===== src/rtl/ws2801_pkg.sv =====
// Shared types and constants for the WS2801 strip driver.
package ws2801_pkg;

    localparam int BITS_PER_LED    = 24;
    localparam int WS2801_LATCH_NS = 500000;

    typedef struct packed {
        logic [7:0] red;
        logic [7:0] green;
        logic [7:0] blue;
    } rgb_t;

    typedef enum logic [2:0] {
        ST_IDLE,
        ST_FETCH,
        ST_BIT_LO,
        ST_BIT_HI,
        ST_LATCH
    } drv_state_e;

    // Bits needed for a counter that spans 0..max_count-1, never less than one.
    function automatic int cnt_width(input int max_count);
        return (max_count > 1) ? $clog2(max_count) : 1;
    endfunction

endpackage


===== src/rtl/ws2801_bit_timer.sv =====
// Load-and-count-down timer; done_o pulses for one cycle when a loaded count expires.
module ws2801_bit_timer #(
    parameter int WIDTH = 16
) (
    input  logic             clk,
    input  logic             rst_n,
    input  logic             load_i,
    input  logic [WIDTH-1:0] load_val_i,
    output logic             done_o
);

    logic [WIDTH-1:0] count_q;
    logic             running_q;

    // A load value of N yields done_o in the (N+1)-th cycle after the load edge.
    always_ff @(posedge clk) begin
        if (!rst_n) begin
            count_q   <= '0;
            running_q <= 1'b0;
        end else if (load_i) begin
            count_q   <= load_val_i;
            running_q <= 1'b1;
        end else if (running_q) begin
            if (count_q == '0) begin
                running_q <= 1'b0;
            end else begin
                count_q <= count_q - WIDTH'(1);
            end
        end
    end

    assign done_o = running_q && (count_q == '0);

endmodule


===== src/rtl/ws2801_strip_driver.sv =====
// Streams NUM_LEDS RGB pixels MSB-first onto a WS2801 chain, then holds CKI low to latch.
module ws2801_strip_driver
    import ws2801_pkg::*;
#(
    parameter int NUM_LEDS     = 5,
    parameter int CLK_DIV      = 4,
    parameter int LATCH_CYCLES = 51000,
    parameter int STALL_MAX    = 20000
) (
    input  logic        clk,
    input  logic        rst_n,
    input  logic        start,
    input  logic [23:0] pix_data,
    input  logic        pix_valid,
    output logic        pix_ready,
    output logic        led_sdo,
    output logic        led_cko,
    output logic        busy,
    output logic        frame_done,
    output logic        underrun
);

    localparam int TMR_MAX = (LATCH_CYCLES > CLK_DIV) ? LATCH_CYCLES : CLK_DIV;
    localparam int TMR_W   = cnt_width(TMR_MAX);
    localparam int PIX_W   = cnt_width(NUM_LEDS);
    localparam int STALL_W = cnt_width(STALL_MAX);
    localparam int BIT_W   = cnt_width(BITS_PER_LED);

    localparam logic [TMR_W-1:0]   DIV_LOAD   = TMR_W'(CLK_DIV - 1);
    localparam logic [TMR_W-1:0]   LATCH_LOAD = TMR_W'(LATCH_CYCLES - 1);
    localparam logic [PIX_W-1:0]   LAST_PIX   = PIX_W'(NUM_LEDS - 1);
    localparam logic [STALL_W-1:0] STALL_LAST = STALL_W'(STALL_MAX - 1);
    localparam logic [BIT_W-1:0]   MSB_IDX    = BIT_W'(BITS_PER_LED - 1);

    drv_state_e         state_q;
    logic [23:0]        shift_q;
    logic [BIT_W-1:0]   bit_q;
    logic [PIX_W-1:0]   pix_q;
    logic [STALL_W-1:0] stall_q;
    logic               pix_ready_q;
    logic               led_sdo_q;
    logic               led_cko_q;
    logic               busy_q;
    logic               frame_done_q;
    logic               underrun_q;

    logic               hs;
    logic               stall_hit;
    logic               last_pix;
    logic               tmr_load;
    logic [TMR_W-1:0]   tmr_val;
    logic               tmr_done;

    assign hs        = (state_q == ST_FETCH) && pix_valid && pix_ready_q;
    assign stall_hit = (state_q == ST_FETCH) && !hs && (stall_q == STALL_LAST);
    assign last_pix  = (pix_q == LAST_PIX);

    // The timer is (re)loaded on every edge that enters a timed phase.
    always_comb begin
        tmr_load = 1'b0;
        tmr_val  = DIV_LOAD;
        case (state_q)
            ST_FETCH: begin
                if (hs) begin
                    tmr_load = 1'b1;
                end else if (stall_hit) begin
                    tmr_load = 1'b1;
                    tmr_val  = LATCH_LOAD;
                end
            end
            ST_BIT_LO: tmr_load = tmr_done;
            ST_BIT_HI: begin
                if (tmr_done && (bit_q != '0)) begin
                    tmr_load = 1'b1;
                end else if (tmr_done && last_pix) begin
                    tmr_load = 1'b1;
                    tmr_val  = LATCH_LOAD;
                end
            end
            default: ;
        endcase
    end

    ws2801_bit_timer #(
        .WIDTH (TMR_W)
    ) u_timer (
        .clk        (clk),
        .rst_n      (rst_n),
        .load_i     (tmr_load),
        .load_val_i (tmr_val),
        .done_o     (tmr_done)
    );

    // Outputs are set alongside each transition so they reflect the state being entered.
    always_ff @(posedge clk) begin
        if (!rst_n) begin
            state_q      <= ST_IDLE;
            shift_q      <= '0;
            bit_q        <= '0;
            pix_q        <= '0;
            stall_q      <= '0;
            pix_ready_q  <= 1'b0;
            led_sdo_q    <= 1'b0;
            led_cko_q    <= 1'b0;
            busy_q       <= 1'b0;
            frame_done_q <= 1'b0;
            underrun_q   <= 1'b0;
        end else begin
            frame_done_q <= 1'b0;
            case (state_q)
                ST_IDLE: begin
                    if (start) begin
                        state_q     <= ST_FETCH;
                        pix_q       <= '0;
                        stall_q     <= '0;
                        underrun_q  <= 1'b0;
                        pix_ready_q <= 1'b1;
                        busy_q      <= 1'b1;
                    end
                end
                ST_FETCH: begin
                    if (hs) begin
                        state_q     <= ST_BIT_LO;
                        shift_q     <= pix_data;
                        bit_q       <= MSB_IDX;
                        stall_q     <= '0;
                        pix_ready_q <= 1'b0;
                        led_sdo_q   <= pix_data[23];
                    end else if (stall_hit) begin
                        state_q     <= ST_LATCH;
                        stall_q     <= '0;
                        underrun_q  <= 1'b1;
                        pix_ready_q <= 1'b0;
                        led_sdo_q   <= 1'b0;
                    end else begin
                        stall_q <= stall_q + STALL_W'(1);
                    end
                end
                ST_BIT_LO: begin
                    if (tmr_done) begin
                        state_q   <= ST_BIT_HI;
                        led_cko_q <= 1'b1;
                    end
                end
                ST_BIT_HI: begin
                    if (tmr_done) begin
                        led_cko_q <= 1'b0;
                        if (bit_q != '0) begin
                            state_q   <= ST_BIT_LO;
                            shift_q   <= {shift_q[22:0], 1'b0};
                            bit_q     <= bit_q - BIT_W'(1);
                            led_sdo_q <= shift_q[22];
                        end else if (!last_pix) begin
                            state_q     <= ST_FETCH;
                            pix_q       <= pix_q + PIX_W'(1);
                            stall_q     <= '0;
                            pix_ready_q <= 1'b1;
                            led_sdo_q   <= 1'b0;
                        end else begin
                            state_q   <= ST_LATCH;
                            led_sdo_q <= 1'b0;
                        end
                    end
                end
                ST_LATCH: begin
                    if (tmr_done) begin
                        state_q      <= ST_IDLE;
                        busy_q       <= 1'b0;
                        frame_done_q <= 1'b1;
                    end
                end
                default: state_q <= ST_IDLE;
            endcase
        end
    end

    assign pix_ready  = pix_ready_q;
    assign led_sdo    = led_sdo_q;
    assign led_cko    = led_cko_q;
    assign busy       = busy_q;
    assign frame_done = frame_done_q;
    assign underrun   = underrun_q;

endmodule

===== config.mk =====
export PLATFORM = sky130hd
export DESIGN_NAME = ws2801_strip_driver
export DESIGN_NICKNAME = d
export VERILOG_FILES = /design/src/rtl/ws2801_pkg.sv /design/src/rtl/ws2801_bit_timer.sv /design/src/rtl/ws2801_strip_driver.sv
export SDC_FILE = /design/constraint.sdc
export NUM_CORES = 1
export LEC_CHECK = 0
export CORE_UTILIZATION = 59
export CTS_BUF_LIST = sky130_fd_sc_hd__clkbuf_8
export DETAILED_ROUTE_END_ITERATION = 10
export GPL_ROUTABILITY_DRIVEN = 0
export GPL_TIMING_DRIVEN = 0
export PLACE_DENSITY_LB_ADDON = 0.15
export REMOVE_ABC_BUFFERS = 1
export SYNTH_ARGS = -nofsm -noshare
export SYNTH_HDL_FRONTEND = slang
export SYNTH_SLANG_ARGS = --single-unit

===== constraint.sdc =====
create_clock -name clk -period 2.9 [get_ports clk]
set_input_delay 0.58 -clock clk [delete_from_list [all_inputs] [get_ports clk]]
set_output_delay 0.58 -clock clk [all_outputs]
set_load 0.02 [all_outputs]

==> flow_metrics.env <==
export IMPL_hold_class="flip-flop to flip-flop"
export IMPL_netlist_area_leader_share=0.4035
export IMPL_p_total_mw=2.150
export IMPL_gr_usage_all_layers=0.2847
export IMPL_drive_above_1_share=0.09168
export IMPL_initial_core_util=0.6294
export IMPL_setup_ws_ns=0.1141
export IMPL_final_nets=499
export IMPL_p_leak_nw=1.540
export IMPL_cts_tree="built"
export IMPL_antenna_found_initial=0
export IMPL_die_h_um=79.81
export IMPL_dpl_cell_area_mm2=0.003925
export IMPL_endpoint_kind="flip-flop"
export IMPL_yosys_warnings=0
export IMPL_finalCriticalPeriod_ns=2.786
export IMPL_period_share=0.9607
export IMPL_crit_type="flip-flop to flip-flop"
export IMPL_final_cells=541
export IMPL_path_max_fanout=17
export IMPL_final_common_cell="dfxtp_1"
export IMPL_synth_top_cell_by_area="dfxtp_1"
export IMPL_avgRoutedWirePerCell_um=16.06
export IMPL_drv_slew=0
export IMPL_place_inst=520
export IMPL_p_per_area_mw_per_mm2=510.0
export IMPL_routed_wl_um=8687
export IMPL_clock_fmax_mhz=359.0
export IMPL_core_area_mm2=0.005675
export IMPL_yosys_top_cells_area="dfxtp_1, a21oi_1, nand2_1"
export IMPL_ant_nets=0
export IMPL_clk_pin_slew_ns=0.08
export IMPL_fp_dieW_um=79.81
export IMPL_final_cell_area_mm2=0.004215
export IMPL_cts_hold_buf=0
export IMPL_synth_ff_type="dfxtp_1"
export IMPL_post_route_util=0.7427
export IMPL_synth_edf_count=0
export IMPL_antenna_cells=0
export IMPL_seq_area_frac_synth=0.4035
export IMPL_setup_viol=0
export IMPL_place_ws_ns=-0.9836
export IMPL_grt_pass1_vias=3198
export IMPL_worstSetupStartpointType="flip-flop"
export IMPL_root_buffer="clkbuf_8"
export IMPL_max_slew_margin_rel=0.1657
export IMPL_required_ns=3.15
export IMPL_max_vdd_ir_drop_uv=367.3
export IMPL_synth_seq_cells=72
export IMPL_outcome="finished, final reports clean"
export IMPL_row_count=27
export IMPL_worst_pin_slew_ns=1.250
export IMPL_numCtsBuffers=9
export IMPL_vias=3419
export IMPL_cts_htree_levels=3
export IMPL_overflow=0
export IMPL_ios=34
export IMPL_synth_distinct_cells=50
export IMPL_firstDrtPassIters=6
export IMPL_die_area_mm2=0.006370
export IMPL_final_setup_skew_ns=0.01091
export IMPL_maxCapViolCount=0
export IMPL_async_reset_ff_frac=0
export IMPL_grt_max_degree=39
export IMPL_layout_common_cells="dfxtp_1, nand2_1, a21oi_1"
export IMPL_hold_viol_final=0
export IMPL_synthesis_area_mm2=0.003572
export IMPL_vias_per_cell=6.320
export IMPL_drc_errors=0
export IMPL_drt_iter0_drc=179
export IMPL_cts_max_path_buffers=2
export IMPL_numPortBuffers=33
export IMPL_layout_area_overhead_vs_synth_pct=18.00
export IMPL_synthCells=441
export IMPL_cts_sinks=72
export IMPL_dp_hpwl_um=5258
export IMPL_rsz0062_at_grt="no"
export IMPL_cp_arrival_ns=3.03
export IMPL_grt_pass1_wl_um=14120
export IMPL_fillers=463
export IMPL_avgSynthCellArea_um2=8.100
export IMPL_clk_insertion_delay_late_ns=0.36
-- synth_stat cells (2+ instances only) --
master    count
a21oi_1      58
ha_1          7
xnor2_1       8
and3_1        9
or3_1        12
a21o_1        2
dfxtp_1      72
o32ai_1       2
nor3_1        6
o211ai_1      2
nand3b_1      2
nor4_1        8
clkbuf_1     24
nor2b_1       3
or4_1        11
nor2_1       22
nor4b_1       3
buf_2         4
nand2_1      69
inv_1        16
xor2_1        7
o31ai_1       8
or4_4         3
o21ai_0      13
nand3_1      11
nand4_1       4
mux2i_1       2
a311oi_1     25
a31oi_1       7
-- routing by layer --
metal | wire, um | GRT usage | vias up
met5 | 0 | 0 | -
met4 | 138 | 0.1268 | 0
met3 | 488 | 0.04686 | 13
met2 | 4314 | 0.4957 | 118
met1 | 3746 | 0.3421 | 1623
li1 | - | - | 1665
-- worst paths after layout --
path	endpoint	slack (ns)	cells after the start	from
max	u_timer.count_q[13]	0.11	5	u_timer.count_q[10]
min	led_sdo	0.47	2	led_sdo
max reg2reg	u_timer.count_q[13]	0.11	5	u_timer.count_q[10]
min reg2reg	led_sdo	0.47	2	led_sdo
-- flip-flops by register name, summed over array words and instances (netlist names) --
signal             count
shift_q               23
u_timer.count_q       16
stall_q               15
bit_q                  5
pix_q                  3
state_q                3
busy                   1
frame_done             1
led_cko                1
led_sdo                1
pix_ready              1
u_timer.running_q      1
underrun               1
-- timing repair --
| item | in CTS | in global routing |
|---|---|---|
| buffers inserted | 2 | 1 |
| pin swaps | 2 | 3 |
| cloned | 1 | 1 |
| setup endpoints to repair | 42 | 52 |
| gates resized for setup | 7 | 5 |
-- cells by family after synthesis --
kind of cell    count (synthesis)  share of synthesized area
xor+xnor                       15                    0.03678
fa+ha+maj                       7                    0.02452
flops                          72                     0.4035
buf+inv                        45                    0.05079
mux                             3                   0.008757
simple gates                  170                     0.2410
compound gates                129                     0.2347
-- per-stage QoR --
step | setup TNS [ns] | hold WS (ns)
2_1_floorplan | -21.75 | 0.4476
3_3_place_gp | -70.22 | 0.4519
3_5_place_dp | -23.11 | 0.4572
4_1_cts | 0 | 0.4687
5_1_grt | 0 | 0.4881
6_report | 0 | 0.4657
-- where the power goes --
group | total [mW] | switching, mW | leakage [nW] | internal (mW)
clock | 0.795 | 0.379 | 0.106 | 0.416
combinational | 0.306 | 0.169 | 0.852 | 0.136
sequential | 1.05 | 0.0312 | 0.582 | 1.02
total | 2.15 | 0.580 | 1.54 | 1.57
-- area by class of cell --
type | count | area [um^2] | area share
timing repair buffer | 39 | 386.6 | 0.09172
clock buffer | 10 | 137.6 | 0.03265
inverter | 16 | 60.06 | 0.01425
sequential | 72 | 1441 | 0.3419
tap | 72 | 90.09 | 0.02137
multi-input combinational | 326 | 2041 | 0.4841
clock inverter | 6 | 58.81 | 0.01395
-- critical path, cell delays in order (launching register included) --
cell	delay, ns
dfxtp_1	0.35
or4_1	0.70
or4_4	0.49
or4_4	0.60
a2bb2oi_2	0.26
and3_1	0.26
Power figures use the tool's default switching activity.
